`src/rtl/alu_pkg.sv`:
```
// Shared ALU types: operation codes, FSM states and a shift-op helper.
// Used by the ALU controller, the iterative_alu execute unit and its interface.
package alu_pkg;

    localparam int unsigned ALU_OP_WIDTH = 4;

    typedef enum logic [ALU_OP_WIDTH-1:0] {
        ALU_AND = 4'b0000,
        ALU_OR  = 4'b0001,
        ALU_ADD = 4'b0010,
        ALU_XOR = 4'b0011,
        ALU_SLL = 4'b0100,
        ALU_SRL = 4'b0101,
        ALU_SUB = 4'b0110,
        ALU_SRA = 4'b0111,
        ALU_BEQ = 4'b1000,
        ALU_BLT = 4'b1001,
        ALU_BGE = 4'b1010,
        ALU_SLT = 4'b1011
    } alu_op_t;

    typedef enum logic [1:0] {
        ST_IDLE  = 2'd0,
        ST_SHIFT = 2'd1,
        ST_DONE  = 2'd2
    } alu_state_t;

    function automatic logic is_shift(input alu_op_t op);
        return (op == ALU_SLL) || (op == ALU_SRL) || (op == ALU_SRA);
    endfunction

endpackage

```
`src/rtl/iterative_alu_if.sv`:
```
// Request/response bus of the iterative ALU.
//   request : in_valid, in_ready, op, src_a, src_b
//   response: out_valid, out_ready, result, branch_taken, illegal_op
// master = issuing side (ID/EX), slave = the ALU.
interface iterative_alu_if #(
    parameter int unsigned DATA_WIDTH = 32
);
    import alu_pkg::*;

    logic                    in_valid;
    logic                    in_ready;
    logic [ALU_OP_WIDTH-1:0] op;
    logic [DATA_WIDTH-1:0]   src_a;
    logic [DATA_WIDTH-1:0]   src_b;
    logic                    out_valid;
    logic                    out_ready;
    logic [DATA_WIDTH-1:0]   result;
    logic                    branch_taken;
    logic                    illegal_op;

    modport master (
        output in_valid, op, src_a, src_b, out_ready,
        input  in_ready, out_valid, result, branch_taken, illegal_op
    );

    modport slave (
        input  in_valid, op, src_a, src_b, out_ready,
        output in_ready, out_valid, result, branch_taken, illegal_op
    );
endinterface

```
`src/rtl/alu_serial_shifter.sv`:
```
// One-bit-per-cycle shifter for SLL/SRL/SRA.
// Ports: clk, rst_n; start loads data/shamt/op; shifted_c is the working
// register moved by one bit; last_c flags the cycle producing the final value.
module alu_serial_shifter
    import alu_pkg::*;
#(
    parameter int unsigned DATA_WIDTH = 32
) (
    input  logic                          clk,
    input  logic                          rst_n,
    input  logic                          start,
    input  alu_op_t                       op,
    input  logic [DATA_WIDTH-1:0]         data,
    input  logic [$clog2(DATA_WIDTH)-1:0] shamt,
    output logic [DATA_WIDTH-1:0]         shifted_c,
    output logic                          last_c
);
    localparam int unsigned SHAMT_WIDTH = $clog2(DATA_WIDTH);

    logic [DATA_WIDTH-1:0]  work_q;
    logic [SHAMT_WIDTH-1:0] cnt_q;
    alu_op_t                op_q;

    // Working register and remaining-bit counter; counter==0 means idle.
    always_ff @(posedge clk or negedge rst_n) begin
        if (!rst_n) begin
            work_q <= '0;
            cnt_q  <= '0;
            op_q   <= ALU_SLL;
        end else if (start) begin
            work_q <= data;
            cnt_q  <= shamt;
            op_q   <= op;
        end else if (cnt_q != '0) begin
            work_q <= shifted_c;
            cnt_q  <= cnt_q - SHAMT_WIDTH'(1);
        end
    end

    // Single-bit step in the captured direction.
    always_comb begin
        shifted_c = work_q;
        case (op_q)
            ALU_SLL: shifted_c = {work_q[DATA_WIDTH-2:0], 1'b0};
            ALU_SRL: shifted_c = {1'b0, work_q[DATA_WIDTH-1:1]};
            default: shifted_c = {work_q[DATA_WIDTH-1], work_q[DATA_WIDTH-1:1]};
        endcase
    end

    assign last_c = (cnt_q == SHAMT_WIDTH'(1));

endmodule

```
`src/rtl/iterative_alu.sv`:
```
// Execute-stage ALU with valid/ready handshake and registered outputs.
// Ports: clk, rst_n (async active-low), bus (iterative_alu_if.slave).
// Logic/arith/branch ops take one cycle; shifts run one bit per cycle unless
// ALU_FAST_SHIFT_EN is defined, which selects a single-cycle barrel shifter.
module iterative_alu
    import alu_pkg::*;
#(
    parameter int unsigned DATA_WIDTH = 32
) (
    input  logic           clk,
    input  logic           rst_n,
    iterative_alu_if.slave bus
);
    localparam int unsigned SHAMT_WIDTH = $clog2(DATA_WIDTH);

    alu_state_t             state_q, state_d;
    alu_op_t                op_c;
    logic [DATA_WIDTH-1:0]  a_c, b_c, res_c;
    logic [SHAMT_WIDTH-1:0] shamt_c;
    logic                   lt_c, branch_c, illegal_c, accept_c;

    logic                   in_ready_q, out_valid_q, branch_q, illegal_q;
    logic [DATA_WIDTH-1:0]  result_q;

    assign op_c     = alu_op_t'(bus.op);
    assign a_c      = bus.src_a;
    assign b_c      = bus.src_b;
    assign shamt_c  = bus.src_b[SHAMT_WIDTH-1:0];
    assign lt_c     = $signed(a_c) < $signed(b_c);
    assign accept_c = bus.in_valid && (state_q == ST_IDLE);

`ifndef ALU_FAST_SHIFT_EN
    logic                  start_c, last_c;
    logic [DATA_WIDTH-1:0] shifted_c;

    assign start_c = accept_c && is_shift(op_c) && (shamt_c != '0);

    alu_serial_shifter #(.DATA_WIDTH(DATA_WIDTH)) u_shifter (
        .clk       (clk),
        .rst_n     (rst_n),
        .start     (start_c),
        .op        (op_c),
        .data      (a_c),
        .shamt     (shamt_c),
        .shifted_c (shifted_c),
        .last_c    (last_c)
    );
`endif

    // Single-cycle result; serial shifts only use it when shamt is zero.
    always_comb begin
        res_c     = '0;
        branch_c  = 1'b0;
        illegal_c = 1'b0;
        case (op_c)
            ALU_AND: res_c = a_c & b_c;
            ALU_OR:  res_c = a_c | b_c;
            ALU_ADD: res_c = a_c + b_c;
            ALU_XOR: res_c = a_c ^ b_c;
            ALU_SUB: res_c = a_c - b_c;
`ifdef ALU_FAST_SHIFT_EN
            ALU_SLL: res_c = a_c << shamt_c;
            ALU_SRL: res_c = a_c >> shamt_c;
            ALU_SRA: res_c = DATA_WIDTH'($signed(a_c) >>> shamt_c);
`else
            ALU_SLL: res_c = a_c;
            ALU_SRL: res_c = a_c;
            ALU_SRA: res_c = a_c;
`endif
            ALU_BEQ: branch_c = (a_c == b_c);
            ALU_BLT: branch_c = lt_c;
            ALU_BGE: branch_c = !lt_c;
            ALU_SLT: res_c = {{(DATA_WIDTH-1){1'b0}}, lt_c};
            default: illegal_c = 1'b1;
        endcase
    end

    // Next-state logic.
    always_comb begin
        state_d = state_q;
        case (state_q)
            ST_IDLE: begin
                if (bus.in_valid) begin
                    state_d = ST_DONE;
`ifndef ALU_FAST_SHIFT_EN
                    if (start_c) state_d = ST_SHIFT;
`endif
                end
            end
`ifndef ALU_FAST_SHIFT_EN
            ST_SHIFT: if (last_c) state_d = ST_DONE;
`endif
            ST_DONE:  if (bus.out_ready) state_d = ST_IDLE;
            default:  state_d = ST_IDLE;
        endcase
    end

    always_ff @(posedge clk or negedge rst_n) begin
        if (!rst_n) state_q <= ST_IDLE;
        else        state_q <= state_d;
    end

    // Registered handshake flags and response payload.
    always_ff @(posedge clk or negedge rst_n) begin
        if (!rst_n) begin
            in_ready_q  <= 1'b1;
            out_valid_q <= 1'b0;
            result_q    <= '0;
            branch_q    <= 1'b0;
            illegal_q   <= 1'b0;
        end else begin
            in_ready_q  <= (state_d == ST_IDLE);
            out_valid_q <= (state_d == ST_DONE);
            if (accept_c) begin
                result_q  <= res_c;
                branch_q  <= branch_c;
                illegal_q <= illegal_c;
            end
`ifndef ALU_FAST_SHIFT_EN
            else if ((state_q == ST_SHIFT) && last_c) begin
                result_q  <= shifted_c;
                branch_q  <= 1'b0;
                illegal_q <= 1'b0;
            end
`endif
        end
    end

    assign bus.in_ready     = in_ready_q;
    assign bus.out_valid    = out_valid_q;
    assign bus.result       = result_q;
    assign bus.branch_taken = branch_q;
    assign bus.illegal_op   = illegal_q;

endmodule

```
`src/flat_wrapper.sv`:
```
// flat-port wrapper written by rule: the top's interface ports become plain ports
module iterative_alu_flat import alu_pkg::*;
#(
    parameter int unsigned DATA_WIDTH = 32
)
  (clk, rst_n, bus_in_valid, bus_op, bus_src_a, bus_src_b, bus_out_ready, bus_in_ready, bus_out_valid, bus_result, bus_branch_taken, bus_illegal_op);
  iterative_alu_if #(.DATA_WIDTH(DATA_WIDTH)) bus_i ();
  input  logic clk;
  input  logic rst_n;
  input wire logic [$bits(bus_i.in_valid)-1:0] bus_in_valid;
  input wire logic [$bits(bus_i.op)-1:0] bus_op;
  input wire logic [$bits(bus_i.src_a)-1:0] bus_src_a;
  input wire logic [$bits(bus_i.src_b)-1:0] bus_src_b;
  input wire logic [$bits(bus_i.out_ready)-1:0] bus_out_ready;
  output wire logic [$bits(bus_i.in_ready)-1:0] bus_in_ready;
  output wire logic [$bits(bus_i.out_valid)-1:0] bus_out_valid;
  output wire logic [$bits(bus_i.result)-1:0] bus_result;
  output wire logic [$bits(bus_i.branch_taken)-1:0] bus_branch_taken;
  output wire logic [$bits(bus_i.illegal_op)-1:0] bus_illegal_op;
  assign bus_i.in_valid = bus_in_valid;
  assign bus_i.op = bus_op;
  assign bus_i.src_a = bus_src_a;
  assign bus_i.src_b = bus_src_b;
  assign bus_i.out_ready = bus_out_ready;
  assign bus_in_ready = bus_i.in_ready;
  assign bus_out_valid = bus_i.out_valid;
  assign bus_result = bus_i.result;
  assign bus_branch_taken = bus_i.branch_taken;
  assign bus_illegal_op = bus_i.illegal_op;
  iterative_alu #(.DATA_WIDTH(DATA_WIDTH)) u_core (.clk(clk), .rst_n(rst_n), .bus(bus_i));
endmodule
```
`config.mk`:
```
export PLATFORM = sky130hd
export DESIGN_NAME = iterative_alu_flat
export DESIGN_NICKNAME = d
export VERILOG_FILES = /design/src/rtl/alu_pkg.sv /design/src/rtl/iterative_alu_if.sv /design/src/rtl/alu_serial_shifter.sv /design/src/rtl/iterative_alu.sv /design/src/flat_wrapper.sv
export SDC_FILE = /design/constraint.sdc
export NUM_CORES = 1
export LEC_CHECK = 0
export ABC_AREA = 1
export BUFFER_PORTS_ARGS = -buffer_cell sky130_fd_sc_hd__buf_4
export CORE_MARGIN = 2
export CORE_UTILIZATION = 46
export CTS_CLUSTER_DIAMETER = 40
export DETAILED_ROUTE_END_ITERATION = 8
export GPL_TIMING_DRIVEN = 0
export PLACE_DENSITY = 0.63
export REMOVE_ABC_BUFFERS = 1
export SETUP_SLACK_MARGIN = 0.02
export SLEW_MARGIN = 10
export SYNTH_ARGS = -nofsm -noshare
export SYNTH_HDL_FRONTEND = slang
export SYNTH_SLANG_ARGS = --single-unit
```
`constraint.sdc`:
```
create_clock -name clk -period 3.2 [get_ports clk]
set_input_delay 0.48 -clock clk [delete_from_list [all_inputs] [get_ports clk]]
set_output_delay 0.48 -clock clk [all_outputs]
set_load 0.01 [all_outputs]
```
==> results of run 1 <==
[per-layer routing]
metal	global-route usage	vias up
met4	0.1025	0
met3	0.03175	64
li1	-	5978
met2	0.5277	424
met1	0.4518	5493
met5	0	-
[layout by cell type, fill, tap and decap left out, types with 3 or more instances in the layout]
| cell | synthesis | routed |
|---|---|---|
| sky130_fd_sc_hd__a21oi_1 | 136 | 136 |
| sky130_fd_sc_hd__a21oi_2 | 7 | 7 |
| sky130_fd_sc_hd__a221oi_1 | 24 | 24 |
| sky130_fd_sc_hd__a31oi_1 | 14 | 14 |
| sky130_fd_sc_hd__buf_16 | 0 | 3 |
| sky130_fd_sc_hd__buf_4 | 13 | 107 |
| sky130_fd_sc_hd__clkbuf_16 | 0 | 9 |
| sky130_fd_sc_hd__clkinvlp_4 | 0 | 3 |
| sky130_fd_sc_hd__dfrtp_1 | 77 | 77 |
| sky130_fd_sc_hd__ha_1 | 110 | 110 |
| sky130_fd_sc_hd__inv_1 | 349 | 349 |
| sky130_fd_sc_hd__inv_2 | 19 | 17 |
| sky130_fd_sc_hd__inv_8 | 0 | 3 |
| sky130_fd_sc_hd__nand2_1 | 565 | 561 |
| sky130_fd_sc_hd__nand2_2 | 15 | 17 |
| sky130_fd_sc_hd__nand3_1 | 115 | 115 |
| sky130_fd_sc_hd__nand3_2 | 6 | 6 |
| sky130_fd_sc_hd__nand4_1 | 11 | 11 |
| sky130_fd_sc_hd__nor2_1 | 141 | 140 |
| sky130_fd_sc_hd__nor2_2 | 8 | 7 |
| sky130_fd_sc_hd__nor2_4 | 9 | 11 |
| sky130_fd_sc_hd__nor3_1 | 13 | 13 |
| sky130_fd_sc_hd__nor4_1 | 5 | 5 |
| sky130_fd_sc_hd__o211ai_1 | 6 | 6 |
| sky130_fd_sc_hd__o21ai_0 | 100 | 100 |
| sky130_fd_sc_hd__o21ai_1 | 4 | 4 |
| sky130_fd_sc_hd__o21bai_1 | 8 | 8 |
| sky130_fd_sc_hd__o22ai_1 | 28 | 28 |
[cell type report]
| type | instances | area, um^2 |
|---|---|---|
| Tap cell | 319 | 399.1 |
| Multi-Input combinational cell | 1347 | 7192 |
| Timing Repair Buffer | 112 | 925.9 |
| Clock inverter | 7 | 62.56 |
| Clock buffer | 9 | 225.2 |
| Inverter | 369 | 1395 |
| Fill cell | 2533 | 11220 |
| Sequential cell | 79 | 1979 |
[stage by stage]
stage          setup TNS, ns  setup WS (ns)
3_5_place_dp          -39.54         -1.322
6_report                   0         0.1880
5_1_grt                    0        0.04676
3_3_place_gp         -188.24         -3.827
4_1_cts                    0         0.1088
2_1_floorplan         -20.58        -0.7299
[timing repair]
item | 4_1_cts | 5_1_grt
pin swaps | 1 | 0
endpoints found under the setup margin | 39 | 1
buffers inserted | 0 | 0
resized for setup | 5 | 1
gates cloned | 1 | 0
[how the worst max path moves through the flow]
stage | depth (start not counted) | startpoint | endpoint | slack [ns]
final | 10 | u_core.state_q[1] | u_core.u_shifter.cnt_q[0] | 0.19
after global routing | 10 | u_core.state_q[1] | u_core.u_shifter.cnt_q[0] | 0.05
after detailed placement | 10 | bus_in_valid | u_core.u_shifter.cnt_q[0] | -1.32
after floorplan | 8 | bus_op[3] | u_core.u_shifter.cnt_q[0] | -0.73
after CTS | 10 | u_core.state_q[1] | u_core.u_shifter.cnt_q[0] | 0.11
after global placement | 9 | bus_op[3] | u_core.u_shifter.cnt_q[0] | -3.83
[cell usage after synthesis (15+ instances only)]
master                       n
sky130_fd_sc_hd__dfrtp_1    77
sky130_fd_sc_hd__a21oi_1   136
sky130_fd_sc_hd__inv_2      19
sky130_fd_sc_hd__inv_1     349
sky130_fd_sc_hd__nand2_1   565
sky130_fd_sc_hd__o21ai_0   100
sky130_fd_sc_hd__buf_2      33
sky130_fd_sc_hd__ha_1      110
sky130_fd_sc_hd__a221oi_1   24
sky130_fd_sc_hd__o22ai_1    28
sky130_fd_sc_hd__nand2_2    15
sky130_fd_sc_hd__nor2_1    141
sky130_fd_sc_hd__nand3_1   115
[flip-flops by register name, indices dropped and copies added, names as in the netlist]
name,flops
u_core.bus.branch_taken,1
u_core.bus.illegal_op,1
u_core.bus.in_ready,1
u_core.bus.out_valid,1
u_core.bus.result,32
u_core.state_q,2
u_core.u_shifter.cnt_q,5
u_core.u_shifter.op_q,4
u_core.u_shifter.work_q,32
[logic make-up (layout without fill, tap and decap cells)]
logic type | Yosys count | in the layout | synth area share
adder cells (fa/ha/maj) | 112 | 112 | 0.1295
AO/OA/AOI/OAI | 337 | 337 | 0.1758
AND/OR/NAND/NOR | 896 | 897 | 0.3460
XOR/XNOR | 1 | 1 | 0.0008007
flip-flops | 79 | 79 | 0.1809
buffers and inverters | 441 | 497 | 0.1671
[report_power, final]
group          total, mW  leakage, nW  internal (mW)  switching [mW]
clock network       1.10        0.133          0.545           0.551
registers           1.78        0.947           1.52           0.264
logic               4.05         5.76           1.45            2.60
==> flow_summary.toml, run 1 <==
[critical_path]
crit_path_cell_trace = "nor2_1 -> nand2_2 -> buf_16 -> inv_8 -> nand3_4 -> buf_12 -> nand2_8 -> inv_4 -> a211oi_1 -> a21oi_1"
critical_path.top_delay_family = "buffers and inverters"
critical_path.endpoint_type = "flip-flop"
worstReg2RegStart = "u_core.state_q[1]"
cp-start-kind = "flip-flop"
worst_reg2reg_setup_slack_ns = 0.19
critical_path.slowest_cell = "sky130_fd_sc_hd__dfrtp_1"
worst-path-max-fanout = 43
rr_endpoint = "u_core.u_shifter.cnt_q[0]"
data_required_time_at_the_worst_endpoint_ns = 3.42
max_stage_delay_ns = 0.41
critical_path_class = "reg2reg"
worstRegToRegCells = 10
critPathArrivalTime_ns = 3.24
worst-path-buf-inv = 4

[die]
core_region_area_um2 = 23400
die_width_um = 158.2
die_height_um = 158.2
start_util = 0.4675
num_rows = 56
die_area_um2 = 25030
io_pins = 108

[timing]
timing.slew.headroom = 0.2840
clock-skew-final_ns = 0.009988
timing.final.setup_violations = 0
final_hold_viol_count = 0
setup_repair_after_global_routing_missed_its_margin = "false"
hold_slack_final_ns = 0.2910
final_period_minus_worst_setup_slack_ns = 3.012
worstMarginPinSlew_ns = 1.074
max_freq_mhz = 332.0
final_min_period_over_clock_period = 0.9412
slew_viol_final = 0

[detailed_routing]
drt-vias-per-instance = 5.334
met3WireLength_um = 2497
drt_first_pass_iters = 5
drt-wirelength-per-cell_um = 17.80
vias = 11959
drc_errors = 0
detailroute.wirelength.met2_um = 17890
ant_nets_after_route = 0
detail_route.wirelength.met1_um = 18490
first_iter_violations = 973
final_wirelength_um = 39900
maxUsedRoutingLayer = "met4"

[placement]
detailed_place.area_um2 = 11860
port_buffers = 107
place_hpwl_um = 30990
gp_congestion = 0.9651
numPlacedInstances = 2225

[cells_and_area]
design.final.nets = 2102
num_antenna_cells = 0
fin_cells = 2242
drive_gt1_frac = 0.1061
core_utilization_of_the_finished_layout = 0.5204
area_growth_syn_to_layout_pct = 11.32
final_cell_area_um2 = 12180

[synth]
syn_area_um2 = 10940
synthTopCellsByArea = "sky130_fd_sc_hd__nand2_1 19%, sky130_fd_sc_hd__dfrtp_1 18%, sky130_fd_sc_hd__ha_1 13%"
area_leader_netlist = "sky130_fd_sc_hd__nand2_1"
syn-instance-count = 1866
synth-seq-area-share = 0.1809
dominantRegCellSynth = "sky130_fd_sc_hd__dfrtp_1"
synth_enable_flop_cells = 0
post_synthesis_area_per_instance_um2 = 5.863
number_of_unique_standard_cell_types_used_by_synthesis = 45
synth_seq_cells = 79
synth.yosys.warnings = 0
proportion_of_register_bits_with_asynchronous_set_or_reset_after_synthesis = 1.000
synth_largest_type_area_fraction = 0.1938

[global_routing]
grt_pass1_wl_um = 62040
globalRouteTotalUtil = 0.3244
grt_antenna_before_repair = 0
number_of_global_route_vias_before_repair = 11345
grt_remaining_overflow = 0
grt_start_max_net_pins = 80

[run_status]
status = "finished clean"

[pwr]
total_power_mw = 6.927
vdd_drop_max_v = 0.0004385
p_per_area_nw_per_um2 = 568.8
static-leakage-power_nw = 6.839

[clock_tree]
clk_transition_reported_paths_ns = 0.08
ctsHtreeMaxLevel = 3
cts_tree = "yes"
cts_made_buffers = 9
worstSkewPairLatency_ns = 0.36
clk_path_buf_depth = 2
ctsHoldBuffers = 0
clk_root_buffer_cell = "sky130_fd_sc_hd__clkbuf_16"
cts.sink_count = 79

[worst_hold_path]
hold_crit_class = "in2async"

[job]
drv_cap = 0
Power figures use the tool's default switching activity.
==> run 2, diff against run 1 <==
--- a/config.mk
+++ b/config.mk
@@ -18,4 +18,5 @@
 export SLEW_MARGIN = 10
 export SYNTH_ARGS = -nofsm -noshare
 export SYNTH_HDL_FRONTEND = slang
+export SYNTH_HIERARCHICAL = 1
 export SYNTH_SLANG_ARGS = --single-unit
==> run 2 against run 1 <==
  * Hold slack better by 0.029 ns
  * Critical path depth unchanged
  * Synthesized cell count up 0.54%
  * Critical path type is now in2reg
  * Largest power group unchanged
  * Highest routed layer unchanged
==> flow_summary.toml, run 2 <==
[synth]
synth-seq-area-share = 0.1813
post_synthesis_area_per_instance_um2 = 5.820
area_leader_netlist = "sky130_fd_sc_hd__nand2_1"
proportion_of_register_bits_with_asynchronous_set_or_reset_after_synthesis = 1.000
syn_area_um2 = 10920
number_of_unique_standard_cell_types_used_by_synthesis = 48
synth.yosys.warnings = 6
synth_common_cells = "654 x sky130_fd_sc_hd__nand2_1, 319 x sky130_fd_sc_hd__inv_1, 180 x sky130_fd_sc_hd__nand3_1, 134 x sky130_fd_sc_hd__nor2_1, 110 x sky130_fd_sc_hd__ha_1"
synth_seq_cells = 79
synth_largest_type_area_fraction = 0.2248
synth_enable_flop_cells = 0
synthTopCellsByArea = "sky130_fd_sc_hd__nand2_1 22%, sky130_fd_sc_hd__dfrtp_1 18%, sky130_fd_sc_hd__ha_1 13%"
syn-instance-count = 1876
dominantRegCellSynth = "sky130_fd_sc_hd__dfrtp_1"
synth_most_common_cell = "sky130_fd_sc_hd__nand2_1"

[clock_tree]
worstSkewPairLatency_ns = 0.34
cts.sink_count = 79
ctsHtreeMaxLevel = 3
cts_made_buffers = 9
ctsHoldBuffers = 0
clk_transition_reported_paths_ns = 0.06
clk_root_buffer_cell = "sky130_fd_sc_hd__clkbuf_16"
clk_path_buf_depth = 2
cts_tree = "yes"

[placement]
gp_congestion = 0.9574
dp_slack_ns = -0.6243
numPlacedInstances = 2237
place_hpwl_um = 30050
port_buffers = 107

[cells_and_area]
design.final.nets = 2113
num_antenna_cells = 0
layout.cells.most_common = "sky130_fd_sc_hd__nand2_1"
fin_cells = 2253
final_cell_mix = "649 x sky130_fd_sc_hd__nand2_1, 319 x sky130_fd_sc_hd__inv_1, 179 x sky130_fd_sc_hd__nand3_1"
area_growth_syn_to_layout_pct = 10.44
drive_gt1_frac = 0.1044
layout.filler_cells = 2577

[timing]
postLayoutSetupSlackWorst_ns = 0.1266
final_min_period_over_clock_period = 0.9604
final_period_minus_worst_setup_slack_ns = 3.073
worstMarginPinSlew_ns = 1.377
setup-tns-final_ns = 0
timing.slew.headroom = 0.08098
final_hold_viol_count = 0
slew_viol_final = 0
clock-skew-final_ns = 0.004933
max_freq_mhz = 325.4
hold_slack_final_ns = 0.3200
setup_repair_after_global_routing_missed_its_margin = "false"
timing.final.setup_violations = 0

[global_routing]
grt_antenna_before_repair = 0
number_of_global_route_vias_before_repair = 10874
grt_pass1_wl_um = 59130
grt_start_max_net_pins = 80
grt_remaining_overflow = 0
globalRouteTotalUtil = 0.3086

[critical_path]
worst_reg2reg_setup_slack_ns = 0.37
critical_path_class = "in2reg"
critPathArrivalTime_ns = 3.29
cp-start-kind = "primary input"
worst-path-max-fanout = 28
critical_path.endpoint_type = "flip-flop"
data_required_time_at_the_worst_endpoint_ns = 3.42

[job]
drv_cap = 0

[pwr]
vdd_drop_max_v = 0.0003276
static-leakage-power_nw = 6.806
p_per_area_nw_per_um2 = 494.3

[die]
die_width_um = 158.1
core_region_area_um2 = 23400
num_rows = 56
start_util = 0.4665
die_area_um2 = 24980
io_pins = 108
die_height_um = 158.1

[run_status]
status = "finished clean"

[detailed_routing]
drt-vias-per-instance = 5.333
drt-wirelength-per-cell_um = 17.16
ant_nets_after_route = 0
first_iter_violations = 1019
final_wirelength_um = 38660
drt_first_pass_iters = 5
vias = 12016
drc_errors = 0

[worst_hold_path]
hold_crit_class = "in2async"
## run 2: cell count changes after synthesis, sizes merged, moves of 11 or more
| cell | change |
|---|---|
| nand2 | +91 |
| o21ai | -32 |
| a31oi | -14 |
| inv | -37 |
| nand3 | +65 |
| buf | -11 |
| a21oi | -53 |
## run 2: path summary, 6_finish.rpt
kind | from | cells past startpoint | end
worst max-delay path | bus_op[0] | 10 | u_core/bus.result[0]
worst min-delay path | rst_n | 1 | u_core/u_shifter/cnt_q[4]
worst max register to register | u_core/state_q[0] | 10 | u_core/u_shifter/work_q[1]
worst min register to register | u_core/u_shifter/cnt_q[1] | 2 | u_core/u_shifter/cnt_q[1]
max in group asynchronous | rst_n | 1 | u_core/u_shifter/work_q[20]
min in group clk | bus_op[0] | 3 | u_core/u_shifter/op_q[0]
## run 2: metrics by stage
stage                     area, um^2  power [mW]  utilization
after floorplan                10520       3.741            -
after global placement         11720       4.901       0.5007
after detailed placement       11750       4.936       0.5019
after CTS                      12040       5.921       0.5144
after global routing           12060       6.431       0.5152
final                          12060       5.960       0.5152
## run 2: final cells by class
type	count	area (um^2)	area share
Clock buffer	13	260.3	0.02158
Multi-Input combinational cell	1399	7325	0.6075
Sequential cell	79	1979	0.1642
Tap cell	319	399.1	0.03310
Inverter	332	1254	0.1040
Timing Repair Buffer	108	823.3	0.06828
Clock inverter	3	17.52	0.001453
## run 2: where the power goes
| group | switching [mW] | internal, mW | total, mW |
|---|---|---|---|
| Clock | 0.403 | 0.566 | 0.969 |
| Sequential | 0.310 | 1.46 | 1.77 |
| Combinational | 2.10 | 1.12 | 3.22 |
## run 2: logic make-up after synthesis
logic type | count (synthesis) | synth area share
and+or+nand+nor | 1043 | 0.4045
DFF | 79 | 0.1813
adders and majority gates | 112 | 0.1297
buffers and inverters | 398 | 0.1509
AOI/OAI and AO/OA | 243 | 0.1327
xor gates and xnor gates | 1 | 0.0008023
## run 2: routing by layer
layer | vias up | share of wire | global-route usage
met5 | - | 0 | 0
met4 | 0 | 0.018 | 0.07593
met3 | 47 | 0.095 | 0.05420
met2 | 471 | 0.43 | 0.4727
met1 | 5519 | 0.46 | 0.4484
li1 | 5979 | - | -
## run 2: repair_timing
item | in CTS | in global routing
gates cloned | 0 | 0
resized for setup | 5 | 3
pin swaps | 0 | 0
setup endpoints to repair | 72 | 33
buffers inserted | 0 | 0
## run 2: worst max-delay path, stage by stage
cell	delay, ns
sky130_fd_sc_hd__buf_4	0.11
sky130_fd_sc_hd__inv_1	0.05
sky130_fd_sc_hd__nand2_1	0.10
sky130_fd_sc_hd__inv_1	0.07
sky130_fd_sc_hd__nand2_2	0.32
sky130_fd_sc_hd__clkinv_1	1.09
sky130_fd_sc_hd__a2111oi_1	0.74
sky130_fd_sc_hd__nand2_1	0.17
sky130_fd_sc_hd__nand2_1	0.10
sky130_fd_sc_hd__a21oi_2	0.05
